===== src/rtl/ex_stage_mc.sv =====
// Execute stage: operand forwarding, single-cycle ALU, iterative mul/div.
// A multi-cycle op holds the upstream stages via a combinational stall and
// feeds bubbles into EX/MEM until its result is ready.
module ex_stage_mc #(
  parameter int DATA_W = 16,
  parameter int REG_AW = 3
) (
  input  logic              clk,
  input  logic              rst,
  input  logic              flush,
  input  logic              in_valid,
  input  logic [3:0]        cmd,
  input  logic [DATA_W-1:0] rs_1,
  input  logic [DATA_W-1:0] rs_2,
  input  logic [1:0]        frwd_op1_sel,
  input  logic [1:0]        frwd_op2_sel,
  input  logic [1:0]        frwd_store_sel,
  input  logic [DATA_W-1:0] frwd_res_ex,
  input  logic [DATA_W-1:0] frwd_res_mem,
  input  logic [DATA_W-1:0] id_ex_store_data,
  input  logic [REG_AW-1:0] id_ex_op_dest,
  input  logic              id_ex_mem_write_en,
  input  logic              id_ex_wb_mux,
  input  logic              id_ex_wb_en,
  output logic              stall,
  output logic              ex_valid,
  output logic [DATA_W-1:0] alu_res,
  output logic [DATA_W-1:0] ex_store_data,
  output logic [REG_AW-1:0] ex_op_dest,
  output logic              ex_mem_write_en,
  output logic              ex_wb_mux,
  output logic              ex_wb_en
);

  localparam int SH_W  = $clog2(DATA_W);
  localparam int CNT_W = $clog2(DATA_W + 1);

  typedef enum logic [1:0] {IDLE, BUSY, DONE} state_t;

  state_t            state_q, state_d;
  logic [CNT_W-1:0]  cnt_q, cnt_d;
  // acc: product high half (mul) or partial remainder (div), one spare bit
  logic [DATA_W:0]   acc_q, acc_d;
  // lo: multiplier shifting out / product low half, or dividend / quotient
  logic [DATA_W-1:0] lo_q, lo_d;
  logic [DATA_W-1:0] opb_q, opb_d;
  logic [1:0]        mcmd_q, mcmd_d;

  logic              valid_q, valid_d;
  logic [DATA_W-1:0] res_q, res_d;
  logic [DATA_W-1:0] store_q, store_d;
  logic [REG_AW-1:0] dest_q, dest_d;
  logic              mw_q, mw_d, mux_q, mux_d, wb_q, wb_d;

  logic [DATA_W-1:0] op1, op2, store_val, sc_res, mc_res;
  logic [DATA_W:0]   mul_sum, div_sh, div_diff;
  logic              is_mc;

  function automatic logic [DATA_W-1:0] fwd(input logic [1:0] sel,
                                            input logic [DATA_W-1:0] base,
                                            input logic [DATA_W-1:0] ex_v,
                                            input logic [DATA_W-1:0] mem_v);
    if (sel == 2'b10)      return ex_v;
    else if (sel == 2'b11) return mem_v;
    else                   return base;
  endfunction

  assign op1       = fwd(frwd_op1_sel, rs_1, frwd_res_ex, frwd_res_mem);
  assign op2       = fwd(frwd_op2_sel, rs_2, frwd_res_ex, frwd_res_mem);
  assign store_val = fwd(frwd_store_sel, id_ex_store_data, frwd_res_ex, frwd_res_mem);
  assign is_mc     = (cmd[3:2] == 2'b10);

  // Hold upstream while a mul/div is launching or iterating; flush and reset release it at once.
  assign stall = !rst && !flush &&
                 (((state_q == IDLE) && in_valid && is_mc) || (state_q == BUSY));

  // One shift-add step: add the multiplicand when the current multiplier bit is set.
  assign mul_sum  = {1'b0, acc_q[DATA_W-1:0]} + (lo_q[0] ? {1'b0, opb_q} : '0);
  // One restoring-divide step: shift in the next dividend bit, subtract if it fits.
  // A zero divisor always "fits", giving an all-ones quotient and remainder = dividend.
  assign div_sh   = {acc_q[DATA_W-1:0], lo_q[DATA_W-1]};
  assign div_diff = div_sh - {1'b0, opb_q};
  // MULLO/DIVU come from lo, MULHI/REMU from acc.
  assign mc_res   = mcmd_q[0] ? acc_q[DATA_W-1:0] : lo_q;

  // Single-cycle ALU.
  always_comb begin
    sc_res = '0;
    case (cmd)
      4'd0: sc_res = op1 + op2;
      4'd1: sc_res = op1 - op2;
      4'd2: sc_res = op1 & op2;
      4'd3: sc_res = op1 | op2;
      4'd4: sc_res = op1 ^ op2;
      4'd5: sc_res = op1 << op2[SH_W-1:0];
      4'd6: sc_res = op1 >> op2[SH_W-1:0];
      4'd7: sc_res = DATA_W'($signed(op1) >>> op2[SH_W-1:0]);
      default: sc_res = '0;
    endcase
  end

  // Next-state for the FSM, the iterative datapath and the EX/MEM register.
  always_comb begin
    state_d = state_q;
    cnt_d   = cnt_q;
    acc_d   = acc_q;
    lo_d    = lo_q;
    opb_d   = opb_q;
    mcmd_d  = mcmd_q;
    res_d   = res_q;
    store_d = store_q;
    dest_d  = dest_q;
    mux_d   = mux_q;
    // Bubble unless a branch below registers a real instruction.
    valid_d = 1'b0;
    mw_d    = 1'b0;
    wb_d    = 1'b0;
    if (flush) begin
      state_d = IDLE;
      cnt_d   = '0;
    end else begin
      case (state_q)
        IDLE: begin
          if (in_valid && is_mc) begin
            acc_d   = '0;
            lo_d    = op1;
            opb_d   = op2;
            mcmd_d  = cmd[1:0];
            cnt_d   = '0;
            state_d = BUSY;
          end else if (in_valid) begin
            valid_d = 1'b1;
            res_d   = sc_res;
            store_d = store_val;
            dest_d  = id_ex_op_dest;
            mw_d    = id_ex_mem_write_en;
            mux_d   = id_ex_wb_mux;
            wb_d    = id_ex_wb_en;
          end
        end
        BUSY: begin
          if (!mcmd_q[1]) begin
            acc_d = {1'b0, mul_sum[DATA_W:1]};
            lo_d  = {mul_sum[0], lo_q[DATA_W-1:1]};
          end else if (div_sh >= {1'b0, opb_q}) begin
            acc_d = div_diff;
            lo_d  = {lo_q[DATA_W-2:0], 1'b1};
          end else begin
            acc_d = div_sh;
            lo_d  = {lo_q[DATA_W-2:0], 1'b0};
          end
          cnt_d = cnt_q + 1'b1;
          if (cnt_q == CNT_W'(DATA_W - 1)) state_d = DONE;
        end
        DONE: begin
          valid_d = 1'b1;
          res_d   = mc_res;
          store_d = store_val;
          dest_d  = id_ex_op_dest;
          mw_d    = id_ex_mem_write_en;
          mux_d   = id_ex_wb_mux;
          wb_d    = id_ex_wb_en;
          state_d = IDLE;
        end
        default: state_d = IDLE;
      endcase
    end
  end

  // State and output registers, cleared asynchronously by rst.
  always_ff @(posedge clk or posedge rst) begin
    if (rst) begin
      state_q <= IDLE;
      cnt_q   <= '0;
      acc_q   <= '0;
      lo_q    <= '0;
      opb_q   <= '0;
      mcmd_q  <= '0;
      valid_q <= 1'b0;
      res_q   <= '0;
      store_q <= '0;
      dest_q  <= '0;
      mw_q    <= 1'b0;
      mux_q   <= 1'b0;
      wb_q    <= 1'b0;
    end else begin
      state_q <= state_d;
      cnt_q   <= cnt_d;
      acc_q   <= acc_d;
      lo_q    <= lo_d;
      opb_q   <= opb_d;
      mcmd_q  <= mcmd_d;
      valid_q <= valid_d;
      res_q   <= res_d;
      store_q <= store_d;
      dest_q  <= dest_d;
      mw_q    <= mw_d;
      mux_q   <= mux_d;
      wb_q    <= wb_d;
    end
  end

  assign ex_valid        = valid_q;
  assign alu_res         = res_q;
  assign ex_store_data   = store_q;
  assign ex_op_dest      = dest_q;
  assign ex_mem_write_en = mw_q;
  assign ex_wb_mux       = mux_q;
  assign ex_wb_en        = wb_q;

endmodule


===== config.mk =====
export PLATFORM = sky130hd
export DESIGN_NAME = ex_stage_mc
export DESIGN_NICKNAME = d
export VERILOG_FILES = /design/src/rtl/ex_stage_mc.sv
export SDC_FILE = /design/constraint.sdc
export NUM_CORES = 1
export LEC_CHECK = 0
export BUFFER_PORTS_ARGS = -buffer_cell sky130_fd_sc_hd__buf_4
export CORE_ASPECT_RATIO = 0.7
export CORE_MARGIN = 10
export CORE_UTILIZATION = 50
export CTS_CLUSTER_SIZE = 8
export DETAILED_ROUTE_END_ITERATION = 6
export PLACE_DENSITY_LB_ADDON = 0.08
export SLEW_MARGIN = 20
export SYNTH_ARGS = -nofsm -noshare
export SYNTH_HDL_FRONTEND = slang
export SYNTH_SLANG_ARGS = --single-unit

===== constraint.sdc =====
create_clock -name clk -period 4.4 [get_ports clk]
set_clock_uncertainty 0.15 [all_clocks]
set_input_delay 0.66 -clock clk [delete_from_list [all_inputs] [get_ports clk]]
set_output_delay 0.66 -clock clk [all_outputs]
set_load 0.05 [all_outputs]

==> Word level (Yosys, flattened, before mapping) <==
Cells that the tools add are included.
{ "classes": {"n_addsub": 5, "magnitude_cmp": 1, "n_eq_ne": 22, "n_shift": 3, "mux": 48, "n_bitwise": 4, "reduce_logical": 18} }
{ "op_table": {"columns": ["cell", "count"], "rows": [
  ["$mux W16", 17],
  ["$pmux W16 S2", 4],
  ["$pmux W16 S8", 1],
  ["$sub A16 B16 Y16", 2],
  ["$add A16 B16 Y17", 1],
  ["$ge A17 B16 Y1", 1],
  ["$add A16 B16 Y16", 1],
  ["$and A16 B16 Y16", 1],
  ["$eq A2 B2 Y1 const B", 8],
  ["$eq A4 B3 Y1 const B", 4],
  ["$or A16 B16 Y16", 1],
  ["$shl A16 B4 Y16", 1],
  ["$shr A16 B4 Y16", 1],
  ["$sshr A16 B4 Y16", 1],
  ["$xor A16 B16 Y16", 1],
  ["$mux W1", 12],
  ["$mux W5", 2],
  ["$pmux W5 S2", 1],
  ["$eq A4 B2 Y1 const B", 2],
  ["$pmux W1 S2", 4],
  ["$mux W2", 3],
  ["$mux W3", 2],
  ["$ne A3 B2 Y1 const B", 2],
  ["$pmux W3 S2", 1],
  ["other kinds (18)", 27]
]} }
{ "word_totals": {"ff_bits": 96, "inputBits": 100, "word_cells": 114} }

==> Logic depth before layout (Yosys ltp) <==
Gate-level depths: netlist (run 1).
{ "logic_depth": {"depth_word": 8, "ltp_mapped": 19, "mapped_depth_nobuf": 16} }

==> Least setup slack after synthesis (run 1) <==
No wires, ideal clock.
{ "synth_timing": {"path_type": "input to register", "startpoint": "input port frwd_op2_sel[0]", "endpoint": "register res_q[14] (netlist: alu_res[14])", "setup_ns": 0.078, "arrival_ns": 3.888, "t_required_ns": 4.172, "setup_slack_ns": 0.284, "cell_stages": 17, "path_buffers": 3, "path_cell_list": "buf_6 -> mux2i_1 -> a21o_1 -> buf_6 -> clkbuf_1 -> ha_1 -> and3_1 -> a41oi_1 -> xnor2_1 -> ha_1 -> a21o_1 -> a21o_1 -> o31a_1 -> o41ai_1 -> xnor2_1 -> nand2_1 -> a21oi_1"} }
{ "synth_between": {"elab_chain_cells": 8} }
{ "synth_lines": {"columns": ["item", "line", "source"], "rows": [
  ["from (decl)", "16", "input logic [1:0] frwd_op2_sel,"],
  ["$eq A2 B2 Y1", "64", "else if (sel == 2'b11) return mem_v;"],
  ["$mux W16", "64", null],
  ["$mux W16 (*)", "63", "if (sel == 2'b10) return ex_v;"],
  ["$sub A16 B16 Y16 (tied with other cells)", "91", "4'd1: sc_res = op1 - op2;"],
  ["$pmux W16 S8 (*)", "89", "case (cmd)"],
  ["$mux W16 (*)", "131", "end else if (in_valid) begin"],
  ["$mux W16 (*)", "124", "if (in_valid && is_mc) begin"],
  ["$pmux W16 S2 (*)", "122", "case (state_q)"],
  ["to (signal assigned)", "194", "res_q <= res_d;"],
  ["to (decl)", "50", "logic [DATA_W-1:0] res_q, res_d;"]
]} }
Mark *: on every way between the ends. The rest lies on a longest branch, timed or not. The select of a mux whose other input is x is not followed.
A chain may end at the register's enable or synchronous reset.

==> Worst setup path in the final report (run 1) <==
{ "layout_timing": {"startpoint": "register lo_q[0]", "endpoint": "register acc_q[15]"} }
{ "layout_between": {"elab_chain_cells": 4} }
{ "layout_lines": {"columns": ["item", "line", "source"], "rows": [
  ["from (decl)", "45", "logic [DATA_W-1:0] lo_q, lo_d;"],
  ["from (signal assigned)", "190", "lo_q <= lo_d;"],
  ["$mux W16", "78", "assign mul_sum = {1'b0, acc_q[DATA_W-1:0]} + (lo_q[0] ? {1'b0, opb_q} : '0);"],
  ["$add A16 B16 Y17", "78", null],
  ["$mux W16", "142", "if (!mcmd_q[1]) begin"],
  ["$pmux W16 S2", "122", null],
  ["to (signal assigned)", "175", "acc_q <= '0;"],
  ["to (signal assigned)", "189", "acc_q <= acc_d;"],
  ["to (decl)", "43", "logic [DATA_W:0] acc_q, acc_d;"]
]} }
Every way passes these cells.

==> results of run 1 <==
## state kept, by name (all words and copies together), names as in the netlist
name and flops:
lo_q 16, ex_wb_en 1, ex_wb_mux 1, opb_q 16, state_q 2, acc_q 16, alu_res 16, ex_valid 1
mcmd_q 2, ex_op_dest 3, ex_store_data 16, ex_mem_write_en 1, cnt_q 5
## layout by cell type, fill, tap and decap left out, drive strengths merged, types with 8 or more instances in the layout
cell | synthesis | layout
a31oi | 16 | 16
a221oi | 10 | 10
mux2 | 13 | 13
a21o | 28 | 28
clkbuf | 43 | 10
nor3 | 28 | 28
a22oi | 17 | 17
or2 | 9 | 9
and2 | 26 | 26
nand2 | 132 | 132
a21oi | 99 | 99
mux2i | 127 | 127
ha | 83 | 83
inv | 59 | 62
buf | 36 | 187
o211ai | 16 | 16
o22ai | 9 | 9
and3 | 8 | 8
nor2 | 125 | 125
dfrtp | 96 | 96
or3 | 9 | 9
nand3 | 25 | 25
o21ai | 130 | 130
o21a | 12 | 12
xor2 | 15 | 15
xnor2 | 32 | 32
a211oi | 20 | 20
## metal layers
metal / wire [microns] / global-route usage [%]
met1: 19100 / 42.2
met2: 16000 / 39.0
met3: 4600 / 9.20
met4: 678 / 6.43
met5: 0 / 0
## where the power goes
part | switching, mW | internal, mW | leakage [nW] | total (mW)
registers | 0.307 | 1.09 | 1.22 | 1.40
logic | 1.92 | 1.30 | 4.47 | 3.22
clock network | 0.428 | 0.394 | 0.128 | 0.822
total | 2.65 | 2.78 | 5.83 | 5.44
## final cells by class
cell class | instances | area [sq um] | share of cell area [%]
Sequential cell | 96 | 2400 | 19.8
Clock buffer | 10 | 229 | 1.89
Inverter | 59 | 234 | 1.93
Timing Repair Buffer | 187 | 1400 | 11.6
Tap cell | 276 | 345 | 2.85
Multi-Input combinational cell | 1081 | 7460 | 61.5
Clock inverter | 6 | 51.3 | 0.423
## cell families (layout without fill, tap and decap cells)
| kind of cell | Yosys count | in the layout | share of synthesized area [%] |
|---|---|---|---|
| fa+ha+maj | 86 | 86 | 10.5 |
| flops | 96 | 96 | 22.9 |
| compound gates | 412 | 412 | 24.9 |
| mux | 140 | 140 | 14.2 |
| simple gates | 396 | 396 | 17.4 |
| xor+xnor | 47 | 47 | 3.92 |
| buf+inv | 138 | 262 | 6.21 |
## worst paths after layout
check | endpoint | cells after the start | slack [ns] | startpoint
setup / recovery | acc_q[15]$_DFFE_PP0P_ | 11 | 0.64 | lo_q[0]$_DFFE_PP0P_
hold / removal | cnt_q[4]$_DFFE_PP0P_ | 2 | 0.22 | rst
setup reg to reg | acc_q[15]$_DFFE_PP0P_ | 11 | 0.64 | lo_q[0]$_DFFE_PP0P_
hold reg to reg | ex_store_data[1]$_DFFE_PP0P_ | 2 | 0.34 | ex_store_data[1]$_DFFE_PP0P_
max in group asynchronous | ex_store_data[11]$_DFFE_PP0P_ | 3 | 3.01 | rst
min in group clk | ex_wb_mux$_DFFE_PP0P_ | 3 | 0.32 | id_ex_wb_mux
==> impl_metrics.toml, run 1 <==
[status]
status = "completed"

[pwr]
power_mw = 5.44
p_leak_nw = 5.83
ir_drop_mv = 0.267
powerDensity_nw_per_um2 = 448

[yosys]
netlist_area_sq_um = 10500
synth-edff-count = 0
synthTopCellsByArea = "dfrtp_1, mux2i_1, ha_1"
yosysWarningCount = 0
synthFlopType = "dfrtp_1"
synth_most_common_cell = "nand2_1"
synth_cell_types = 83
syn-instance-count = 1315
yosys-top-cells-count = "nand2_1, nor2_1, mux2i_1, dfrtp_1, o21ai_0"
ys_seq_elements = 96
syn-num-nets = 1501
yosys.area.top_type = "dfrtp_1"
avgSynthCellArea_sq_um = 7.99
netlist.area_leader.share_pct = 22.9
async_flop_share_pct = 100
synth-seq-area-share_pct = 22.9

[timing]
slew_viol_final = 0
whs_ns = 0.219
rsz0062_at_grt = "no"
setup_violations = 0
setup-tns-final_ns = 0
slew_headroom_pct = 25.9
worst_slack_ns = 0.643
fin_crit_sh_pct = 85.4
hold_violations = 0
worst_slew_pin_slew_ns = 1.11
max_freq_mhz = 266
period_minus_slack_ns = 3.76

[worst_setup_path]
critPathMaxFanout = 19
critPathArrivalTime_ns = 3.87
crit_chain = "and2_1, ha_1, fa_1, a21o_1, a311oi_1, o31ai_1, o211ai_1, a21oi_1, nand3_1, nand2_1, a32o_1"
crit_type = "flip-flop to flip-flop"
cp-end-kind = "flip-flop"
start_kind = "flip-flop"
timing.critical_path.buf_inv = 0
slowest_delay_ns = 0.63
required_ns = 4.51
critPathTopFamily = "compound AO/OA/AOI/OAI gates"
cp_slowest_cell = "dfrtp_1"

[drt]
post-route-drc-count = 0
postRouteAntennaNets = 0
viasPerCell = 6.23
wl_per_cell_microns = 23.5
drt_iter0_drc = 1215
drt-total-wl_microns = 40400
vias = 10688
first_pass_iters = 7

[layout]
final_area_sq_um = 12100
drive_above_1_share_pct = 17.9
n_antenna_cell = 0
fin_util_pct = 58.6
nFillCells = 2011
layout.cells.non_filler = 1715
area_delta_synth_final_pct = 15.3
finalNetCount = 1620

[global_routing]
track_usage_pct = 28.6
first_global_vias = 9991
grt_first_pass_wirelength_microns = 61800
grt_overflow = 0
antenna_found_initial = 0
grt_max_degree = 55

[placed_design]
dp.final_hpwl_microns = 31200
placed_area_sq_um = 11800
io_buffers = 139
globalplace.congestion = 1.00
place_inst = 1699
pre_cts_ws_ns = 0.336

[hold_path]
hp-class = "input port to async pin"

[clock_tree]
clk_pin_slew_ns = 0.08
holdBufCountCts = 0
clk-insertion-delay-late_ns = 0.37
postCtsSetupRepairBufs = 0
root_buffer = "clkbuf_16"
cts_buffers = 9
max-clock-path-buffers = 2
cts_tree = "yes"
postCtsResizedCells = 0
htreeDepth = 3
numClockSinks = 96

[floorplanning]
die_h_microns = 141
start_util_pct = 50.8
die_area_sq_um = 27300
die_w_microns = 193
rows = 44
ioPinCount = 140
core-area_sq_um = 20700

[flow_run]
cap_viol_max_count = 0
No activity file was read; power rests on OpenSTA's default activity.
==> run 2: changes to the inputs <==
- clock period: 4.4 -> 4.2 ns (I/O delays scaled with it)
==> impl_metrics.toml, run 2 (synthesis gave the netlist of run 1 again) <==
[layout]
drive_above_1_share_pct = 18.2
final_cell_mix = "buf_4, nand2_1, nor2_1, mux2i_1"
final_common_cell = "buf_4"
finalNetCount = 1627
fin_util_pct = 58.8
n_antenna_cell = 0
nFillCells = 1942
area_delta_synth_final_pct = 15.8

[worst_setup_path]
r2r_end = "acc_q[13]$_DFFE_PP0P_"
cp-end-kind = "flip-flop"
crit_end = "alu_res[14]$_DFFE_PP0P_"
rr_startpoint = "lo_q[0]$_DFFE_PP0P_"
required_ns = 4.35
crit_type = "input port to flip-flop"
reg2reg_slack_ns = 0.67
reg2regPathDepth = 11
startpoint = "frwd_op2_sel[0]"
slowest_delay_ns = 0.36
crit_chain = "buf_4, mux2i_1, a21o_1, ha_1, and3_1, a41oi_1, xnor2_1, ha_1, a21o_1, a21o_1, o31a_1, o41ai_1, xnor2_1, nand2_1, a21oi_1"
critPathMaxFanout = 7
cp_common_cell = "a21o_1"
cp_slowest_cell = "o41ai_1"
critPathArrivalTime_ns = 3.90
start_kind = "input port"

[pwr]
ir_drop_mv = 0.258
powerDensity_nw_per_um2 = 469
p_seq_share_pct = 25.4
internal_power_mw = 2.94
p_leak_nw = 5.87
pwr-share-clk_pct = 14.7
switchingPower_mw = 2.76
pwr-share-comb_pct = 59.9
p_sw_share_pct = 48.5

[clock_tree]
postCtsSetupRepairBufs = 0
numClockSinks = 96
holdBufCountCts = 0
max-clock-path-buffers = 2
clk-insertion-delay-late_ns = 0.38
cts_buffers = 9
postCtsResizedCells = 0
htreeDepth = 3
clk_pin_slew_ns = 0.08
root_buffer = "clkbuf_16"
cts_tree = "yes"

[hold_path]
hp-class = "input port to flip-flop"

[global_routing]
antenna_found_initial = 0
track_usage_pct = 28.6
grt_overflow = 0
first_global_vias = 10043
grt_first_pass_wirelength_microns = 62000
grt_max_degree = 76

[timing]
max_freq_mhz = 267
slew_headroom_pct = 31.5
slew_viol_final = 0
setup-tns-final_ns = 0
fin_crit_sh_pct = 89.2
rsz0062_at_grt = "no"
setup_violations = 0
worst_slew_pin_slew_ns = 1.02
hold_violations = 0
period_minus_slack_ns = 3.75

[drt]
drt-total-wl_microns = 40600
drt_iter0_drc = 1290
wl_per_cell_microns = 23.6
postRouteAntennaNets = 0
viasPerCell = 6.19
post-route-drc-count = 0
first_pass_iters = 5
vias = 10665

[placed_design]
globalplace.congestion = 1.00
dp.final_hpwl_microns = 31900
io_buffers = 139

[floorplanning]
die_h_microns = 141
start_util_pct = 50.8
rows = 44
ioPinCount = 140
core-area_sq_um = 20700
die_area_sq_um = 27300
die_w_microns = 193

[status]
status = "completed"

[flow_run]
cap_viol_max_count = 0
## run 2: cell types whose count changed in the layout (fill, tap and decap cells not counted)
cell and delta:
buf_4 +7, clkbuf_8 +1, clkinv_2 +2, clkinvlp_4 -3, inv_8 -1, clkbuf_1 +1, clkinv_4 +1, inv_6 -1
## run 2: how the worst min path moves through the flow
stage               slack [ns]                 startpoint                         to  cells past startpoint
floorplan                 0.31      opb_q[10]$_DFFE_PP0P_      opb_q[10]$_DFFE_PP0P_                      2
global placement          0.31      ex_wb_mux$_DFFE_PP0P_      ex_wb_mux$_DFFE_PP0P_                      2
detailed placement        0.32  ex_op_dest[1]$_DFFE_PP0P_  ex_op_dest[1]$_DFFE_PP0P_                      2
CTS                       0.29           id_ex_op_dest[2]  ex_op_dest[2]$_DFFE_PP0P_                      3
global route              0.32           id_ex_op_dest[1]  ex_op_dest[1]$_DFFE_PP0P_                      3
finish                    0.29           id_ex_op_dest[2]  ex_op_dest[2]$_DFFE_PP0P_                      3
## run 2: area by class of cell
cell class | count | area, sq um | area share (%)
timing repair buffer | 194 | 1460 | 12.0
multi-input combinational | 1081 | 7460 | 61.3
inverter | 59 | 234 | 1.92
sequential | 96 | 2400 | 19.7
clock buffer | 12 | 246 | 2.03
clock inverter | 4 | 27.5 | 0.226
tap | 276 | 345 | 2.84
## run 2: power by group through the flow
| stage | Combinational [mW] | Clock, mW | Sequential [mW] |
|---|---|---|---|
| 2_1_floorplan | 2.25 | 0 | 1.58 |
| 3_3_place_gp | 3.29 | 0 | 1.45 |
| 3_5_place_dp | 3.33 | 0 | 1.46 |
| 4_1_cts | 3.36 | 0.854 | 1.44 |
| 5_1_grt | 3.71 | 0.877 | 1.47 |
| 6_report | 3.42 | 0.839 | 1.45 |
## run 2: worst max-delay path: cells and delay by family
kind | cells | cell delay, ns
compound gates | 7 | 1.65
xor+xnor | 2 | 0.33
fa+ha+maj | 2 | 0.60
buf+inv | 1 | 0.16
mux | 1 | 0.20
simple gates | 2 | 0.33
## run 2: metrics by stage
| stage | hold slack, ns | power, mW | setup WS (ns) | instances | cell area [sq um] |
|---|---|---|---|---|---|
| after global placement | 0.311 | 4.74 | 0.256 | 1706 | 11900 |
| final | 0.291 | 5.70 | 0.454 | 1722 | 12200 |
| after floorplan | 0.314 | 3.83 | 0.114 | 1315 | 10500 |
| after CTS | 0.290 | 5.65 | 0.524 | 1722 | 12200 |
| after global routing | 0.319 | 6.06 | 0.218 | 1722 | 12200 |
| after detailed placement | 0.323 | 4.79 | 0.143 | 1706 | 11900 |
## run 2: layer usage
| metal | share of wire, % | global-route usage, % | vias to the layer above |
|---|---|---|---|
| li1 | - | - | 5023 |
| met1 | 49 | 43.0 | 5080 |
| met2 | 39 | 38.8 | 506 |
| met3 | 10 | 8.17 | 56 |
| met4 | 1.8 | 6.35 | 0 |
| met5 | 0 | 0 | - |
==> run 3: changes to the inputs <==
- CELL_PAD_IN_SITES_DETAIL_PLACEMENT: unset -> 1
- CELL_PAD_IN_SITES_GLOBAL_PLACEMENT: unset -> 1
- CORE_UTILIZATION: 50 -> 45
- PLACE_DENSITY_LB_ADDON: 0.08 -> 0.2
- clock period: 4.2 -> 3.7 ns (I/O delays scaled with it)
==> impl_metrics.toml, run 3 (synthesis gave the netlist of run 1 again) <==
[global_routing]
first_global_vias = 11341
track_usage_pct = 30.1
antenna_found_initial = 0
grt_overflow = 0
grt_max_degree = 64
grt_first_pass_wirelength_microns = 70600

[timing]
setup-tns-final_ns = 0
setup_violations = 0
whs_ns = 0.216
worst_slack_ns = 0.218
worst_slew_pin_slew_ns = 1.18
max_freq_mhz = 287
fin_crit_sh_pct = 94.1
hold_violations = 0
rsz0062_at_grt = "no"
slew_viol_final = 0
period_minus_slack_ns = 3.48
slew_headroom_pct = 20.8

[pwr]
switchingPower_mw = 3.28
pwr-share-comb_pct = 60.0
internal_power_mw = 3.48
power_mw = 6.76
p_leak_nw = 6.08
p_sw_share_pct = 48.6
p_seq_share_pct = 24.7
ir_drop_mv = 0.256
powerDensity_nw_per_um2 = 536
pwr-share-clk_pct = 15.3

[clock_tree]
cts_buffers = 9
clk-insertion-delay-late_ns = 0.38
root_buffer = "clkbuf_16"
cts_tree = "yes"
postCtsSetupRepairBufs = 0
numClockSinks = 96
clk_pin_slew_ns = 0.08
htreeDepth = 3
max-clock-path-buffers = 2
holdBufCountCts = 0

[worst_setup_path]
cp_slowest_cell = "o31a_1"
critPathMaxFanout = 4
timing.critical_path.buf_inv = 3
cp_common_cell = "buf_4"
crit_chain = "buf_4, mux2i_1, a21o_1, buf_4, ha_4, nand2_1, o21ai_0, inv_1, ha_1, nor2b_1, o31a_1, o211ai_1, nand3b_1, xor2_1, a211o_1, a21oi_1, nor3_1"
critPathArrivalTime_ns = 3.60
required_ns = 3.82
r2r_end = "acc_q[6]$_DFFE_PP0P_"
start_kind = "input port"
cp-end-kind = "flip-flop"
crit_type = "input port to flip-flop"
reg2regPathDepth = 10
critPathTopFamily = "compound AO/OA/AOI/OAI gates"
rr_startpoint = "acc_q[0]$_DFFE_PP0P_"
reg2reg_slack_ns = 0.35
slowest_delay_ns = 0.32

[drt]
postRouteAntennaNets = 0
first_pass_iters = 6
drt-total-wl_microns = 45900
drt_iter0_drc = 1113
vias = 11324
viasPerCell = 6.30
post-route-drc-count = 0
wl_per_cell_microns = 25.5

[placed_design]
dp.final_hpwl_microns = 36600
io_buffers = 139
place_inst = 1781
placed_area_sq_um = 12300
globalplace.congestion = 1.04
pre_cts_ws_ns = -0.173

[layout]
final_area_sq_um = 12600
final_common_cell = "buf_4"
nFillCells = 2838
fin_util_pct = 55.4
multi_input_area_sq_um = 7510
drive_above_1_share_pct = 20.9
layout.cells.non_filler = 1797
n_antenna_cell = 0
area_delta_synth_final_pct = 20.1
ff_latch_area_sq_um = 2400
final_cell_mix = "buf_4, nand2_1, nor2_1, mux2i_1"
finalNetCount = 1666

[floorplanning]
start_util_pct = 46.1
die_area_sq_um = 30000
die_w_microns = 203
rows = 46
die_h_microns = 148
core-area_sq_um = 22800
ioPinCount = 140

[status]
status = "completed"

[hold_path]
hp-class = "input port to async pin"

[flow_run]
cap_viol_max_count = 0
==> run 3: changes by cell type in the layout (fill, tap and decap cells not counted), moves of 2 or more <==
cell	delta
buf_4	+36
buf_12	+3
a21oi_1	-2
a21oi_2	+2
==> run 3: power by group through the flow <==
stage / combinational (mW) / clock (mW) / sequential [mW]
floorplan: 2.57 / 0 / 1.79
global placement: 3.82 / 0 / 1.66
detailed placement: 3.95 / 0 / 1.67
CTS: 3.99 / 1.04 / 1.66
global route: 4.41 / 1.08 / 1.70
finish: 4.06 / 1.03 / 1.67
==> run 3: worst max path at each step <==
| stage | start | end | slack, ns | cells after the start |
|---|---|---|---|---|
| finish | frwd_op2_sel[0] | alu_res[11]$_DFFE_PP0P_ | 0.22 | 17 |
| global route | frwd_op2_sel[0] | alu_res[14]$_DFFE_PP0P_ | 0.005 | 17 |
| CTS | frwd_op2_sel[0] | alu_res[14]$_DFFE_PP0P_ | 0.23 | 16 |
| detailed placement | frwd_op2_sel[0] | alu_res[14]$_DFFE_PP0P_ | -0.17 | 16 |
| global placement | frwd_op2_sel[0] | alu_res[14]$_DFFE_PP0P_ | 0.01 | 16 |
| floorplan | frwd_op2_sel[0] | alu_res[14]$_DFFE_PP0P_ | -0.02 | 18 |
==> run 3: layout make-up <==
class	count	share of cell area (%)
timing repair buffer	233	14.2
inverter	59	1.85
clock buffer	12	1.95
tap	312	3.09
sequential	96	19.0
multi-input combinational	1081	59.5
clock inverter	4	0.407
==> run 3: worst register-to-register path, stage by stage (launching register included) <==
cell and delay [ns]:
dfrtp_1 0.48, ha_1 0.35, nor2b_1 0.15, o31a_1 0.31, o2111ai_1 0.47, nand3_1 0.16
o21ai_2 0.16, and2_1 0.42, buf_4 0.30, mux2i_1 0.21, o21ai_1 0.08
==> run 3: repair_timing <==
item | 4_1_cts | 5_1_grt
endpoints found under the setup margin | 0 | 2
endpoints found under the hold margin | 0 | 0
gates resized for setup | 0 | 2
==> run 3: routing by layer <==
| metal | up-vias | part of all wire [%] | global-route usage, % |
|---|---|---|---|
| met1 | 5644 | 47 | 43.0 |
| met4 | 0 | 1.5 | 5.99 |
| met5 | - | 0 | 0 |
| li1 | 5098 | - | - |
| met2 | 511 | 43 | 45.0 |
| met3 | 71 | 9.1 | 7.10 |
